--- config.mk ---
export PLATFORM = sky130hd
export DESIGN_NAME = frame_capture_ctrl
export DESIGN_NICKNAME = d
export VERILOG_FILES = /design/src/rtl/frame_pkg.sv /design/src/rtl/frame_addr_gen.sv /design/src/rtl/frame_capture_ctrl.sv
export SDC_FILE = /design/constraint.sdc
export NUM_CORES = 1
export LEC_CHECK = 0
export BUFFER_PORTS_ARGS = -buffer_cell sky130_fd_sc_hd__buf_2
export CORE_MARGIN = 10
export CORE_UTILIZATION = 54
export DETAILED_ROUTE_END_ITERATION = 8
export GPL_TIMING_DRIVEN = 0
export PLACE_DENSITY = 0.8
export SLEW_MARGIN = 0
export SYNTH_ARGS = -nofsm -noshare
export SYNTH_HDL_FRONTEND = slang
export SYNTH_HIERARCHICAL = 1
export SYNTH_SLANG_ARGS = --single-unit
--- constraint.sdc ---
create_clock -name system_clk_in -period 3.4 [get_ports system_clk_in]
set_input_delay 0.17 -clock system_clk_in [delete_from_list [all_inputs] [get_ports system_clk_in]]
set_output_delay 0.17 -clock system_clk_in [all_outputs]
set_load 0.03 [all_outputs]
--- src/rtl/frame_pkg.sv ---
// Shared types and default geometry for the frame capture controller.
// Latency: n/a (declarations only).
// Backpressure: n/a.
package frame_pkg;

  // Capture sequencer states.
  typedef enum logic [1:0] {
    IDLE     = 2'd0,
    WAIT_SOF = 2'd1,
    CAPTURE  = 2'd2,
    COMMIT   = 2'd3
  } state_t;

  // Default frame geometry. Modules expose these as overridable parameters
  // named H_ACTIVE / V_ACTIVE / PIXEL_W, so the package copies carry a prefix
  // to keep the two name spaces apart.
  localparam int DEF_H_ACTIVE = 320;
  localparam int DEF_V_ACTIVE = 240;
  localparam int DEF_PIXEL_W  = 7;
  localparam int DEF_ADDR_W   = 17;

  function automatic int frame_pixels(input int h_active, input int v_active);
    return h_active * v_active;
  endfunction

  localparam int DEF_FRAME_PIXELS = frame_pixels(DEF_H_ACTIVE, DEF_V_ACTIVE);

endpackage

--- src/rtl/frame_addr_gen.sv ---
// Range-checks recovered pixels and turns (hcount, vcount) into a linear bank address.
// Latency: 1 cycle from qualifying pixel strobe to registered write strobe/address/data.
// Backpressure: none; the BRAM port always accepts, so every qualified pixel is written.
//
// Ports:
//   clk, rst           : system clock, synchronous active-high reset
//   capture_en         : controller is in a state where pixels may be written
//   pixel_valid, pixel : recovered pixel strobe and value
//   hcount, vcount     : pixel column / row
//   accept             : combinational, this cycle's pixel will be written
//   wr_en/addr/data    : registered BRAM write port
module frame_addr_gen
  import frame_pkg::*;
#(
  parameter int H_ACTIVE = DEF_H_ACTIVE,
  parameter int V_ACTIVE = DEF_V_ACTIVE,
  parameter int PIXEL_W  = DEF_PIXEL_W,
  parameter int ADDR_W   = DEF_ADDR_W
) (
  input  logic               clk,
  input  logic               rst,
  input  logic               capture_en,
  input  logic               pixel_valid,
  input  logic [PIXEL_W-1:0] pixel,
  input  logic [10:0]        hcount,
  input  logic [9:0]         vcount,
  output logic               accept,
  output logic               wr_en,
  output logic [ADDR_W-1:0]  wr_addr,
  output logic [PIXEL_W-1:0] wr_data
);

  localparam logic [10:0]       H_LIM    = 11'(H_ACTIVE);
  localparam logic [9:0]        V_LIM    = 10'(V_ACTIVE);
  localparam logic [ADDR_W-1:0] H_STRIDE = ADDR_W'(H_ACTIVE);

  logic              in_range;
  logic [ADDR_W-1:0] addr_nxt;

  // Blanking / overscan positions are silently skipped.
  assign in_range = (hcount < H_LIM) && (vcount < V_LIM);
  assign accept   = capture_en && pixel_valid && in_range;

  // Row stride is a constant, so this reduces to a shift-add tree that fits
  // in the single pipeline stage ahead of the write register.
  assign addr_nxt = (ADDR_W'(vcount) * H_STRIDE) + ADDR_W'(hcount);

  always_ff @(posedge clk) begin
    if (rst) begin
      wr_en   <= 1'b0;
      wr_addr <= '0;
      wr_data <= '0;
    end else begin
      wr_en <= accept;
      if (accept) begin
        wr_addr <= addr_nxt;
        wr_data <= pixel;
      end
    end
  end

endmodule

--- src/rtl/frame_capture_ctrl.sv ---
// Ping-pong frame-buffer write controller: frame-aligned capture into two BRAM banks with reader handoff.
// Latency: pixel to BRAM write 1 cycle; bank swap / ready visible the cycle after COMMIT.
// Backpressure: none on the pixel stream; a frame is dropped (counted) when the reader still holds its bank.
//
// Ports:
//   system_clk_in, rst_in          : 65 MHz system clock, synchronous active-high reset
//   pixel_in, data_valid_in        : recovered pixel and its single-cycle strobe
//   hcount_in, vcount_in           : pixel column / row
//   frame_done_in                  : end-of-frame pulse
//   capture_arm_in, continuous_in  : single-shot request pulse / continuous-capture level
//   read_release_in                : reader has finished with rd_bank_out
//   wr_en/addr/data/bank_out       : registered BRAM write port and target bank
//   rd_bank_out, frame_ready_out   : bank owned by the reader and whether it holds a complete frame
//   busy_out                       : capture in progress (WAIT_SOF or CAPTURE)
//   dropped_frames_out             : saturating count of frames that were not handed off
module frame_capture_ctrl
  import frame_pkg::*;
#(
  parameter int H_ACTIVE = DEF_H_ACTIVE,
  parameter int V_ACTIVE = DEF_V_ACTIVE,
  parameter int PIXEL_W  = DEF_PIXEL_W,
  parameter int ADDR_W   = DEF_ADDR_W
) (
  input  logic               system_clk_in,
  input  logic               rst_in,
  input  logic [PIXEL_W-1:0] pixel_in,
  input  logic               data_valid_in,
  input  logic [10:0]        hcount_in,
  input  logic [9:0]         vcount_in,
  input  logic               frame_done_in,
  input  logic               capture_arm_in,
  input  logic               continuous_in,
  input  logic               read_release_in,
  output logic               wr_en_out,
  output logic [ADDR_W-1:0]  wr_addr_out,
  output logic [PIXEL_W-1:0] wr_data_out,
  output logic               wr_bank_out,
  output logic               rd_bank_out,
  output logic               frame_ready_out,
  output logic               busy_out,
  output logic [7:0]         dropped_frames_out
);

  localparam logic [16:0] FRAME_PIXELS = 17'(frame_pixels(H_ACTIVE, V_ACTIVE));

  state_t      state;
  state_t      state_nxt;
  logic        capture_en;
  logic        accept;
  logic [16:0] pix_cnt;
  logic        frame_complete;
  logic        reader_free;
  logic        wr_bank;
  logic        rd_bank;
  logic        frame_ready;
  logic [7:0]  dropped;

  // frame_done_in outranks a coincident pixel: that pixel belongs to no frame.
  assign capture_en = (state == CAPTURE) && !frame_done_in;

  frame_addr_gen #(
    .H_ACTIVE (H_ACTIVE),
    .V_ACTIVE (V_ACTIVE),
    .PIXEL_W  (PIXEL_W),
    .ADDR_W   (ADDR_W)
  ) u_addr_gen (
    .clk         (system_clk_in),
    .rst         (rst_in),
    .capture_en  (capture_en),
    .pixel_valid (data_valid_in),
    .pixel       (pixel_in),
    .hcount      (hcount_in),
    .vcount      (vcount_in),
    .accept      (accept),
    .wr_en       (wr_en_out),
    .wr_addr     (wr_addr_out),
    .wr_data     (wr_data_out)
  );

  // ---------------------------------------------------------------------------
  // Sequencer
  // ---------------------------------------------------------------------------
  always_ff @(posedge system_clk_in) begin
    if (rst_in) begin
      state <= IDLE;
    end else begin
      state <= state_nxt;
    end
  end

  always_comb begin
    state_nxt = state;
    busy_out  = 1'b0;
    case (state)
      IDLE: begin
        if (capture_arm_in || continuous_in) begin
          state_nxt = WAIT_SOF;
        end
      end
      WAIT_SOF: begin
        busy_out = 1'b1;
        // The first frame we keep must start on a boundary, so the frame in
        // flight when we were armed is skipped.
        if (frame_done_in) begin
          state_nxt = CAPTURE;
        end
      end
      CAPTURE: begin
        busy_out = 1'b1;
        if (frame_done_in) begin
          state_nxt = COMMIT;
        end
      end
      COMMIT: begin
        // continuous_in is only consulted here, so dropping it mid-frame
        // lets the current frame finish and commit.
        state_nxt = continuous_in ? CAPTURE : IDLE;
      end
      default: begin
        state_nxt = IDLE;
      end
    endcase
  end

  // ---------------------------------------------------------------------------
  // Pixel counter: counts issued writes in CAPTURE, still valid during COMMIT,
  // cleared everywhere else. Sticks at all-ones so a runaway stream with
  // repeated coordinates cannot wrap back onto the complete-frame value.
  // ---------------------------------------------------------------------------
  always_ff @(posedge system_clk_in) begin
    if (rst_in) begin
      pix_cnt <= '0;
    end else if (state == CAPTURE) begin
      if (accept && (pix_cnt != '1)) begin
        pix_cnt <= pix_cnt + 17'd1;
      end
    end else if (state != COMMIT) begin
      pix_cnt <= '0;
    end else begin
      pix_cnt <= '0;
    end
  end

  assign frame_complete = (pix_cnt == FRAME_PIXELS);

  // A release arriving in the COMMIT cycle frees the reader bank first, so a
  // complete frame can be handed over in that same cycle.
  assign reader_free = !frame_ready || read_release_in;

  // ---------------------------------------------------------------------------
  // Bank ownership, ready flag and drop counter
  // ---------------------------------------------------------------------------
  always_ff @(posedge system_clk_in) begin
    if (rst_in) begin
      wr_bank     <= 1'b0;
      rd_bank     <= 1'b1;
      frame_ready <= 1'b0;
      dropped     <= 8'd0;
    end else begin
      if (read_release_in) begin
        frame_ready <= 1'b0;
      end
      if (state == COMMIT) begin
        if (frame_complete && reader_free) begin
          // Banks only ever trade places, which keeps them distinct.
          rd_bank     <= wr_bank;
          wr_bank     <= ~wr_bank;
          frame_ready <= 1'b1;
        end else if (dropped != 8'hFF) begin
          // Short frame or reader still busy: keep the write bank, so the
          // next frame simply overwrites it.
          dropped <= dropped + 8'd1;
        end
      end
    end
  end

  assign wr_bank_out        = wr_bank;
  assign rd_bank_out        = rd_bank;
  assign frame_ready_out    = frame_ready;
  assign dropped_frames_out = dropped;

endmodule

After elaboration in Yosys (flattened, before gate mapping). Cells that the tools add are included.

Register bits: 55. Latch bits: 0. Input port bits: 35. Memories: 0. ROM bits: 0. RAM bits: 0.

Equal/unequal tests: 9. Order comparisons: 2. Bitwise gates (word level): 3. Shift operators: 0. Multiply operators: 1. Div/mod/pow operators: 0. Muxes and demuxes: 9. Reductions and logical operators: 16. $add $sub $neg: 3.

Operators with widths (number): adder 17 x 1 -> 17 bit, second input constant (1); adder 17 x 11 -> 17 bit (1); equality test 17 bit, second input constant (1); inequality test 17 bit, second input constant (1); < comparator 11 x 9 -> 1 bit, second input constant (1); multiplier 10 x 3 -> 11 bit, second input constant (1); < comparator 10 x 8 -> 1 bit, second input constant (1); adder 8 x 1 -> 8 bit, second input constant (1); two-way mux 2 bit (4); inequality test 8 bit, second input constant (1); one-hot mux 2 bit (4 select lines) (1); logical AND 1 bit (6); inequality test 2 bit, second input constant (3); AND reduction 3 bit (2); equality test 2 bit, second input constant (2); two-way mux 1 bit (4); OR reduction 2 bit (2); inverter 1 bit (3); equality test 2 x 1 -> 1 bit, second input constant (1); logical NOT 1 bit (2); logical NOT 2 bit (1); logical OR 1 bit (2); AND reduction 2 bit (1).

Depth between registers and ports, before layout. Gate-level depths: netlist (run 1).

Depth in word-level cells: 5. Mapped depth: 13. Gate-level depth less buffers: 11.

Modules after synthesis. Netlist (run 1), hierarchy kept.

By module, submodules not included: frame_addr_gen (instances 1, area each 1671.6 um^2, cells each 201, sequential area each 500.5 um^2); frame_capture_ctrl (instances 1, area each 1557.7 um^2, cells each 176, sequential area each 600.6 um^2).

Worst setup path after synthesis (run 1). Ideal clock, no wire load.

Path type: reg-to-reg. Start point: reg state[0]. End point: reg pix_cnt[6]. Period minus slack after synthesis: 2449 ps. Buffers on the path: 2. Data required time: 3330 ps. Arrival time: 2379 ps. Slack: 951 ps. Stages on the path, launching flop included: 13. Path through: dfxtp_1 inv_1 ha_1 nor2b_1 and2_0 nand4_1 inv_1 clkbuf_1 nor2b_1 buf_2 nand3_1 or3_1 a21oi_1.

Longest elaborated chain between the ends: 5.

Ends and longest elaborated chain: start: declaration (RTL line frame_capture_ctrl.sv:46) `state_t state;`; start signal: assignment (RTL line frame_capture_ctrl.sv:87) `state <= state_nxt;`; equality test 2 bit (RTL line frame_capture_ctrl.sv:59) `assign capture_en = (state == CAPTURE) && !frame_done_in;`; logical AND 1 bit (RTL line frame_capture_ctrl.sv:59); net capture_en (RTL line frame_capture_ctrl.sv:48) `logic capture_en;`; logical AND 1 bit (2 in a row) (RTL line frame_addr_gen.sv:42) `assign accept = capture_en && pixel_valid && in_range;`; net accept (RTL line frame_capture_ctrl.sv:49) `logic accept;`; logical AND 1 bit (RTL line frame_capture_ctrl.sv:134) `if (accept && (pix_cnt != '1)) begin`; end signal: assignment (RTL line frame_capture_ctrl.sv:135) `pix_cnt <= pix_cnt + 17'd1;`; end: declaration (RTL line frame_capture_ctrl.sv:50) `logic [16:0] pix_cnt;`.

The timed path passes the listed nets, and every way through them passes these cells. A chain may end at the register's enable or synchronous reset.

Worst setup path in the final report (run 1). Same ends and word-level chain as after synthesis.

==> results of run 1 <==
[power breakdown]
group	internal, mW	switching, mW	total [mW]	leakage, nW
combinational	0.139	0.202	0.341	1.04
sequential	0.654	0.0103	0.665	0.443
clock	0.157	0.243	0.400	0.0519
total	0.951	0.456	1.41	1.54
[registers in the layout, indices dropped and copies added, names as in the netlist]
name / count
pix_cnt: 17
u_addr_gen/wr_addr: 17
wr_bank_out: 1
frame_ready_out: 1
u_addr_gen/wr_en: 1
dropped_frames_out: 8
u_addr_gen/wr_data: 7
state: 2
rd_bank_out: 1
[cell families after synthesis]
| logic type | Yosys count | share of synthesized area [%] |
|---|---|---|
| AND/OR/NAND/NOR | 161 | 27.0 |
| AO/OA/AOI/OAI | 82 | 16.4 |
| flip-flops | 55 | 34.1 |
| adder cells (fa/ha/maj) | 31 | 12.5 |
| buffers and inverters | 24 | 3.45 |
| XOR/XNOR | 20 | 5.42 |
| multiplexers | 4 | 1.24 |
[layout make-up]
class	instances	area (um2)	area share, %
buffer	11	62.6	1.66
clock buffer	5	68.8	1.82
clock inverter	3	33.8	0.894
inverter	12	45.0	1.19
multi-input combinational	298	2020	53.4
sequential	55	1100	29.1
tap	75	93.8	2.48
timing repair buffer	71	355	9.41
[critical path, cell delays in order, from the launching register on]
cell and delay (ns):
dfxtp_1 0.35, inv_1 0.15, ha_1 0.29, nor2b_1 0.16, and2_0 0.18, nand4_1 0.18
inv_1 0.38, nor2b_1 0.18, buf_2 0.21, nand3_1 0.29, or3_1 0.40, a21oi_1 0.14
[per-layer routing]
layer	vias up	routed length [um]	track usage [%]
met3	12	386	3.84
met5	-	0	0
met1	1390	3360	18.6
li1	1490	-	-
met4	0	146	5.82
met2	82	3730	27.5
[synthesized netlist by cell type (3+ instances only)]
cell type   n
xor2_1      9
nand4_1     6
clkbuf_1    9
nor3_2      4
dfxtp_1    55
ha_1       29
xnor2_1    11
nand3_1    12
or3_1      11
a21oi_1    34
nor2b_1     3
a21o_1      3
mux2i_1     4
inv_1      11
nor3_1      7
nand2_1    42
a211oi_1   12
nand2b_1    6
nor2_1     43
o21ai_0    16
[worst min-delay path by stage]
stage / end / slack (ns) / depth (start not counted)
final: u_addr_gen/wr_data[0]$_SDFFE_PP0P_ / 0.07 / 3
after global routing: u_addr_gen/wr_data[6]$_SDFFE_PP0P_ / 0.07 / 3
after CTS: u_addr_gen/wr_data[1]$_SDFFE_PP0P_ / 0.06 / 3
after detailed placement: u_addr_gen/wr_data[3]$_SDFFE_PP0P_ / 0.42 / 3
after global placement: u_addr_gen/wr_data[1]$_SDFFE_PP0P_ / 0.41 / 3
after floorplan: dropped_frames_out[6]$_SDFFE_PP0P_ / 0.24 / 1
[metrics by stage]
stage / std cells / hold WS, ns / utilization [%] / setup WS, ns / power (mW)
2_1_floorplan: 377 / 0.242 / - / 0.951 / 0.932
5_1_grt: 530 / 0.0681 / 64.6 / 0.160 / 1.48
6_report: 530 / 0.0713 / 64.6 / 0.439 / 1.41
4_1_cts: 531 / 0.0618 / 64.6 / 0.234 / 1.42
3_5_place_dp: 523 / 0.418 / 62.9 / 0.258 / 1.02
3_3_place_gp: 523 / 0.410 / 62.9 / 0.357 / 1.01
==> impl_metrics.yaml, run 1 <==
worst_setup_path:
  endpoint: "pix_cnt[6]$_SDFFE_PP0P_"
  cp_data_arrival_time_ns: 3.21
  r2r-end: "pix_cnt[6]$_SDFFE_PP0P_"
  regToRegSetupSlack_ns: 0.44
  critPathLaunchType: "flip-flop"
  end_kind: "flip-flop"
  crit_required_ns: 3.65
  reg2reg_depth: 11
  crit_fanout: 13
  reg2reg_from: "state[0]$_SDFFE_PP0P_"
  crit_path_start: "state[0]$_SDFFE_PP0P_"
  path_class: "flip-flop to flip-flop"
floorplan:
  ios: 72
  rows: 28
  coreArea_um2: 5850
  die_area_um2: 9470
  die_w_um: 97.3
  die_y_um: 97.3
  start_util_pct: 55.2
timing:
  hold_violations: 0
  fin_worst_skew_ns: 0.0169
  timing.setup.tns_ns: 0
  rsz0062_at_grt: "false"
  fin_crit_ns: 2.96
  max_slew.worst_pin.slew_ns: 0.469
  drv_slew: 0
  max_freq_ghz: 0.338
  setup_viol: 0
  period_share_pct: 87.1
  maxSlewHeadroom_pct: 68.7
layout:
  final_common_cell: "buf_2"
  finalInstanceArea_um2: 3780
  final_layout_size_suffix_gt1_share_pct: 23.1
  area_growth_pct: 17.0
  antenna_cells: 0
  fillers: 518
  layout_common_cells: "buf_2, dfxtp_1, nor2_1, nand2_1, a21oi_1"
  final_nets: 520
grt:
  antenna_found_initial: 0
  grt_pass1_wl_um: 13300
  grtUsageTotal_pct: 15.9
  grt_max_degree: 21
  grt_pass1_vias: 2984
  grt_remaining_overflow: 0
clock_tree:
  cts_buffer_depth: 2
  path_clk_slew_ns: 0.12
  h-tree-depth: 2
  cts.sinks: 55
  cts_tree: "built"
  post_cts_buffers: 0
  cts_resized: 0
  numCtsBuffers: 5
  insertion_delay_ns: 0.32
  cts_root_buffer: "clkbuf_8"
  postCtsHoldBufs: 0
power_and_ir_drop:
  powerDensity_nw_per_um2: 372
  peakVddDrop_mv: 0.214
  p_leak_nw: 1.54
yosys:
  yosysSeqAreaShare_pct: 34.1
  syn_area_per_cell_um2: 8.57
  synth_top_area_cell: "dfxtp_1"
  synth_cells: 377
  yosysWarnings: 6
  synth_area_um2: 3230
  ys_ff_latch: 55
  syn-num-nets: 443
  synth_enable_flop_cells: 0
  synthFlopType: "dfxtp_1"
  yosys-top-cells-area: "dfxtp_1, ha_1, a21oi_1, nor2_1, nand2_1"
  synth.distinct_cells: 59
  synth_top_cell_area_share_pct: 34.1
  synthArstFlopShare_pct: 0
detailed_routing:
  viasPerCell: 5.61
  firstDrtPassIters: 4
  vias: 2974
  drc: 0
  drtIter0Drc: 88
  avgRoutedWirePerCell_um: 14.4
  wirelength_um: 7630
  ant_nets: 0
status:
  outcome: "finished, final reports clean"
min_path:
  hp-class: "primary input to flip-flop"
  holdCritStartpoint: "pixel_in[0]"
placed_design:
  place_area_um2: 3680
  dp_hpwl_um: 6090
  io_buffers: 71
  globalplace.congestion: 0.827
flow_run:
  cap_violations: 0
(Power assumes the default switching activity.)
==> run 2, diff against run 1 <==
ABC_AREA = 1   (was unset)
CORE_UTILIZATION = 55   (was 54)
clock period = 2.9 ns   (was 3.4 ns; I/O delays follow)
==> run 2 against run 1 <==
  * Clock-buffer cell count rose by 2
  * Worst hold slack improved by 0.013 ns
  * Final cell count grew 25%
  * Total power up 28%
  * Fmax grew 20%
  * Sequential share of layout area is 1.8 points lower
  * Critical path type unchanged
  * Critical endpoint is now pix_cnt[11]$_SDFFE_PP0P_
  * Largest cell class unchanged
  * Highest routed layer unchanged
==> impl_metrics.yaml, run 2 <==
yosys:
  synth_area_um2: 3490
  yosys-top-cells-area: "dfxtp_1, nand2_1, ha_1, nor2_1, inv_1"
  ys_ff_latch: 55
  yosysSeqAreaShare_pct: 31.5
  synth_enable_flop_cells: 0
  syn-num-nets: 574
  synth_cells: 508
  synth_top_area_cell: "dfxtp_1"
  synth_common_cells: "nand2_1, nor2_1, inv_1"
  syn_area_per_cell_um2: 6.87
  synthArstFlopShare_pct: 0
  synth.distinct_cells: 35
  post-synth-top-count-cell: "nand2_1"
  synthFlopType: "dfxtp_1"
  synth_top_cell_area_share_pct: 31.5
  yosysWarnings: 6
layout:
  layout.cells.non_filler: 661
  final_common_cell: "nand2_1"
  final_nets: 651
  area_growth_pct: 15.5
  final_layout_size_suffix_gt1_share_pct: 20.6
  antenna_cells: 0
  layout_common_cells: "nand2_1, nor2_1, inv_1, buf_2, dfxtp_1"
timing:
  maxSlewHeadroom_pct: 75.8
  max_slew.worst_pin.slew_ns: 0.363
  drv_slew: 0
  fin_worst_skew_ns: 0.0171
  max_freq_ghz: 0.406
  setup_viol: 0
  rsz0062_at_grt: "false"
  fin_crit_ns: 2.46
  period_share_pct: 85.0
  timing.setup.tns_ns: 0
  hold_violations: 0
  fin_ws_ns: 0.435
detailed_routing:
  ant_nets: 0
  firstDrtPassIters: 4
  avgRoutedWirePerCell_um: 11.8
  drtIter0Drc: 127
  drc: 0
  vias: 3306
  wirelength_um: 7770
  viasPerCell: 5.00
clock_tree:
  cts_root_buffer: "clkbuf_8"
  cts_tree: "built"
  insertion_delay_ns: 0.31
  numCtsBuffers: 5
  h-tree-depth: 2
  postCtsHoldBufs: 0
  cts_buffer_depth: 2
  path_clk_slew_ns: 0.10
  cts.sinks: 55
worst_setup_path:
  path_class: "flip-flop to flip-flop"
  cp_data_arrival_time_ns: 2.68
  crit_required_ns: 3.11
  crit_fanout: 14
  critPathLaunchType: "flip-flop"
  end_kind: "flip-flop"
floorplan:
  rows: 28
  die_area_um2: 9930
  die_w_um: 99.7
  coreArea_um2: 6030
  start_util_pct: 57.9
  ios: 72
  die_y_um: 99.7
grt:
  met1_usage_pct: 18.0
  grt_pass1_vias: 3172
  grt_util_met3_pct: 3.04
  grt_pass1_wl_um: 13500
  globalRouteMet2Util_pct: 28.3
  grt_remaining_overflow: 0
  busiest_layer: "met2"
  grtUsageTotal_pct: 15.8
  antenna_found_initial: 0
  grt_max_degree: 17
flow_run:
  cap_violations: 0
placed_design:
  io_buffers: 71
  dp_hpwl_um: 6500
  pre_cts_ws_ns: 0.299
  dp.cells: 654
  globalplace.congestion: 0.802
power_and_ir_drop:
  peakVddDrop_mv: 0.372
  powerDensity_nw_per_um2: 447
  p_leak_nw: 1.99
  p_total_mw: 1.80
min_path:
  hp-class: "primary input to flip-flop"
status:
  outcome: "finished, final reports clean"
## run 2: final cells by class
| type | count | area (um2) |
|---|---|---|
| Buffer | 8 | 58.8 |
| Clock buffer | 7 | 86.3 |
| Clock inverter | 1 | 8.76 |
| Fill cell | 529 | 1990 |
| Inverter | 78 | 295 |
| Multi-Input combinational cell | 366 | 2030 |
| Sequential cell | 55 | 1100 |
| Tap cell | 75 | 93.8 |
| Timing Repair Buffer | 71 | 355 |
## run 2: worst paths after layout
check / start / endpoint / slack, ns / depth (start not counted)
setup / recovery: state[0]$_SDFFE_PP0P_ / pix_cnt[11]$_SDFFE_PP0P_ / 0.44 / 15
hold / removal: pixel_in[0] / u_addr_gen/wr_data[0]$_SDFFE_PP0P_ / 0.08 / 3
setup reg to reg: state[0]$_SDFFE_PP0P_ / pix_cnt[11]$_SDFFE_PP0P_ / 0.44 / 15
hold reg to reg: u_addr_gen/wr_data[2]$_SDFFE_PP0P_ / u_addr_gen/wr_data[2]$_SDFFE_PP0P_ / 0.48 / 2
## run 2: logic make-up after synthesis
kind of cell / count (synthesis) / synth area share (%)
flip-flops: 55 / 31.5
AO/OA/AOI/OAI: 63 / 9.61
AND/OR/NAND/NOR: 264 / 35.1
adder cells (fa/ha/maj): 31 / 11.5
XOR/XNOR: 8 / 2.01
buffers and inverters: 87 / 10.2
## run 2: critical path, stage by stage (launching register included)
cell,delay (ns)
dfxtp_1,0.34
inv_1,0.14
ha_1,0.24
inv_1,0.08
nor2_1,0.18
nand3_1,0.11
nor3_1,0.16
nand2_1,0.14
inv_4,0.17
inv_1,0.09
nor2_4,0.14
nand3_2,0.13
nor2_4,0.15
nand3_1,0.11
o21ai_0,0.15
nor2_1,0.05
## run 2: per-layer routing
metal	up-vias	share of wire, %
met2	79	51
met3	7	5.0
li1	1757	-
met5	-	0
met4	0	1.5
met1	1463	43
## run 2: repair_timing
| item | 4_1_cts | 5_1_grt |
|---|---|---|
| endpoints found under the setup margin | 0 | 4 |
| gates resized for setup | 0 | 1 |
| buffers inserted | 0 | 0 |
## run 2: report_power, final
group          switching, mW  total, mW  internal [mW]
clock network          0.246      0.443          0.196
logic                  0.353      0.551          0.197
registers             0.0275      0.811          0.783
total                  0.627       1.80           1.18
## run 2: per-stage QoR
| step | hold slack (ns) | utilization, % | cell area (um2) |
|---|---|---|---|
| 2_1_floorplan | 0.214 | - | 3490 |
| 3_3_place_gp | 0.395 | 65.4 | 3940 |
| 3_5_place_dp | 0.405 | 65.4 | 3940 |
| 4_1_cts | 0.0775 | 67.0 | 4040 |
| 5_1_grt | 0.0973 | 66.9 | 4030 |
| 6_report | 0.0841 | 66.9 | 4030 |
==> run 3, diff against run 2 <==
ABC_AREA = 0   (was 1)
CORE_UTILIZATION = 49   (was 55)
PLACE_DENSITY = 0.76   (was 0.8)
clock period = 2.1 ns   (was 2.9 ns; I/O delays follow)
==> run 3 against run 2 <==
  * The run now ends with setup timing left
  * Die area increased by 3.1%
  * Worst setup slack got worse by 0.47 ns
  * Sequential share of layout area decreased by 0.28 points
  * Final cell count decreased by 17%
  * Combinational power increased by 28%
  * Clock-buffer cell count decreased by 2
  * Critical path depth decreased by 4
  * Final area increased by 2.2%
  * Core utilization decreased by 2.4 points
  * Clock power increased by 52%
  * First-iteration DRC count decreased by 35%
  * Largest cell class unchanged
==> impl_metrics.yaml, run 3 (synthesis results as in run 1) <==
worst_setup_path:
  end_kind: "flip-flop"
  endpoint: "u_addr_gen/wr_addr[16]$_SDFFE_PP0P_"
  crit_path_start: "vcount_in[3]"
  path_class: "primary input to flip-flop"
  reg2reg_from: "state[1]$_SDFFE_PP0P_"
  crit_required_ns: 2.29
  regToRegSetupSlack_ns: 0.04
  crit_fanout: 3
  critPathLaunchType: "primary input"
  r2r-end: "pix_cnt[9]$_SDFFE_PP0P_"
  cp_data_arrival_time_ns: 2.33
  reg2reg_depth: 10
detailed_routing:
  ant_nets: 0
  vias: 3053
  avgRoutedWirePerCell_um: 15.0
  drc: 0
  viasPerCell: 5.54
  firstDrtPassIters: 4
  wirelength_um: 8270
  drtIter0Drc: 82
min_path:
  holdCritStartpoint: "pixel_in[0]"
  hp-class: "primary input to flip-flop"
floorplan:
  die_w_um: 101
  start_util_pct: 50.6
  ios: 72
  die_y_um: 101
  die_area_um2: 10200
  rows: 29
  coreArea_um2: 6390
layout:
  utilization_pct: 64.5
  final_common_cell: "buf_2"
  layout_common_cells: "buf_2, dfxtp_1, nor2_1, nand2_1, a21oi_1"
  final_layout_size_suffix_gt1_share_pct: 32.5
  fillers: 531
  antenna_cells: 0
  regArea_um2: 1110
  final_nets: 540
  area_growth_pct: 27.6
  multiInputGateArea_um2: 2170
placed_design:
  dp_hpwl_um: 6140
  io_buffers: 71
  globalplace.congestion: 0.812
status:
  violations: "setup timing"
  outcome: "finished with violations"
clock_tree:
  cts.sinks: 55
  path_clk_slew_ns: 0.09
  insertion_delay_ns: 0.30
  cts_tree: "built"
  numCtsBuffers: 5
  cts_buffer_depth: 2
  cts_root_buffer: "clkbuf_8"
  h-tree-depth: 2
  postCtsHoldBufs: 0
timing:
  max_slew.worst_pin.slew_ns: 0.486
  period_share_pct: 102
  setup_viol: 1
  fin_ws_ns: -0.0365
  hold_slack_ns: 0.0358
  hold_violations: 0
  max_freq_ghz: 0.468
  rsz0062_at_grt: "true"
  fin_worst_skew_ns: 0.00770
  maxSlewHeadroom_pct: 67.6
  drv_slew: 0
  fin_crit_ns: 2.14
grt:
  grt_remaining_overflow: 0
  grt_max_degree: 17
  grtUsageTotal_pct: 15.0
  grt_pass1_vias: 2869
  grt_pass1_wl_um: 13000
  antenna_found_initial: 0
power_and_ir_drop:
  p_leak_nw: 1.68
  p_total_mw: 2.46
  powerDensity_nw_per_um2: 597
  peakVddDrop_mv: 0.393
flow_run:
  cap_violations: 0
run 3: cell types whose count changed in the layout (fill, tap and decap cells not counted), sizes merged, moves of 6 or more:
cell | before | now
nand2 | 105 | 43
nand3 | 36 | 13
o21ai | 34 | 17
a211oi | 2 | 13
buf | 78 | 91
nor3 | 4 | 11
nand2b | 0 | 6
clkbuf | 8 | 15
a21oi | 21 | 34
xnor2 | 2 | 11
inv | 77 | 12
or3 | 0 | 11
nor2 | 103 | 43
run 3: power by group:
group / internal, mW / total [mW] / switching, mW / leakage [nW]
Combinational: 0.317 / 0.703 / 0.386 / 1.19
Sequential: 1.06 / 1.08 / 0.0203 / 0.447
Clock: 0.349 / 0.673 / 0.324 / 0.0502
Total: 1.73 / 2.46 / 0.730 / 1.68
run 3: metrics by stage:
stage | instances | TNS (ns) | setup slack, ns | area, um2
6_report | 551 | -0.0365 | -0.0365 | 4120
5_1_grt | 551 | -0.527 | -0.101 | 4120
4_1_cts | 547 | -0.00812 | -0.00812 | 4030
3_5_place_dp | 525 | -5.72 | -0.456 | 3760
3_3_place_gp | 525 | -5.19 | -0.419 | 3760
2_1_floorplan | 377 | -0.134 | -0.130 | 3310
run 3: how the worst min path moves through the flow:
stage | cells after the start | to
2_1_floorplan | 1 | state[0]$_SDFFE_PP0P_
3_3_place_gp | 3 | u_addr_gen/wr_data[2]$_SDFFE_PP0P_
3_5_place_dp | 3 | u_addr_gen/wr_addr[4]$_SDFFE_PP0P_
4_1_cts | 3 | u_addr_gen/wr_addr[4]$_SDFFE_PP0P_
5_1_grt | 3 | u_addr_gen/wr_addr[3]$_SDFFE_PP0P_
6_report | 3 | u_addr_gen/wr_data[0]$_SDFFE_PP0P_
run 3: layout make-up:
type / count / share of cell area [%]
repair buffers: 90 / 12.5
clock inverters: 2 / 0.911
plain buffers: 11 / 1.76
well taps: 77 / 2.34
inverters: 12 / 1.15
flip-flops and latches: 55 / 27.0
clock buffers: 5 / 1.67
multi-input cells: 299 / 52.7
run 3: repair_timing:
item                                   CTS  global route
gates cloned                             1             0
endpoints found under the hold margin    0             0
setup endpoints to repair               19            38
resized for setup                       11            25
pin swaps                               14            11
setup buffers                           15             4
run 3: layer usage:
layer | GRT usage [%] | vias up | part of all wire, %
met2 | 23.8 | 75 | 46
met5 | 0 | - | 0
li1 | - | 1530 | -
met3 | 3.74 | 12 | 6.3
met1 | 19.0 | 1436 | 46
met4 | 6.11 | 0 | 1.8
run 3: worst max-delay path, cell delays in order:
cell     delay [ns]
buf_8          0.10
ha_4           0.23
ha_4           0.16
fa_2           0.47
ha_4           0.29
o21ai_2        0.06
a21oi_2        0.14
o21a_1         0.23
and4_4         0.27
mux2i_1        0.19
nand3_1        0.08
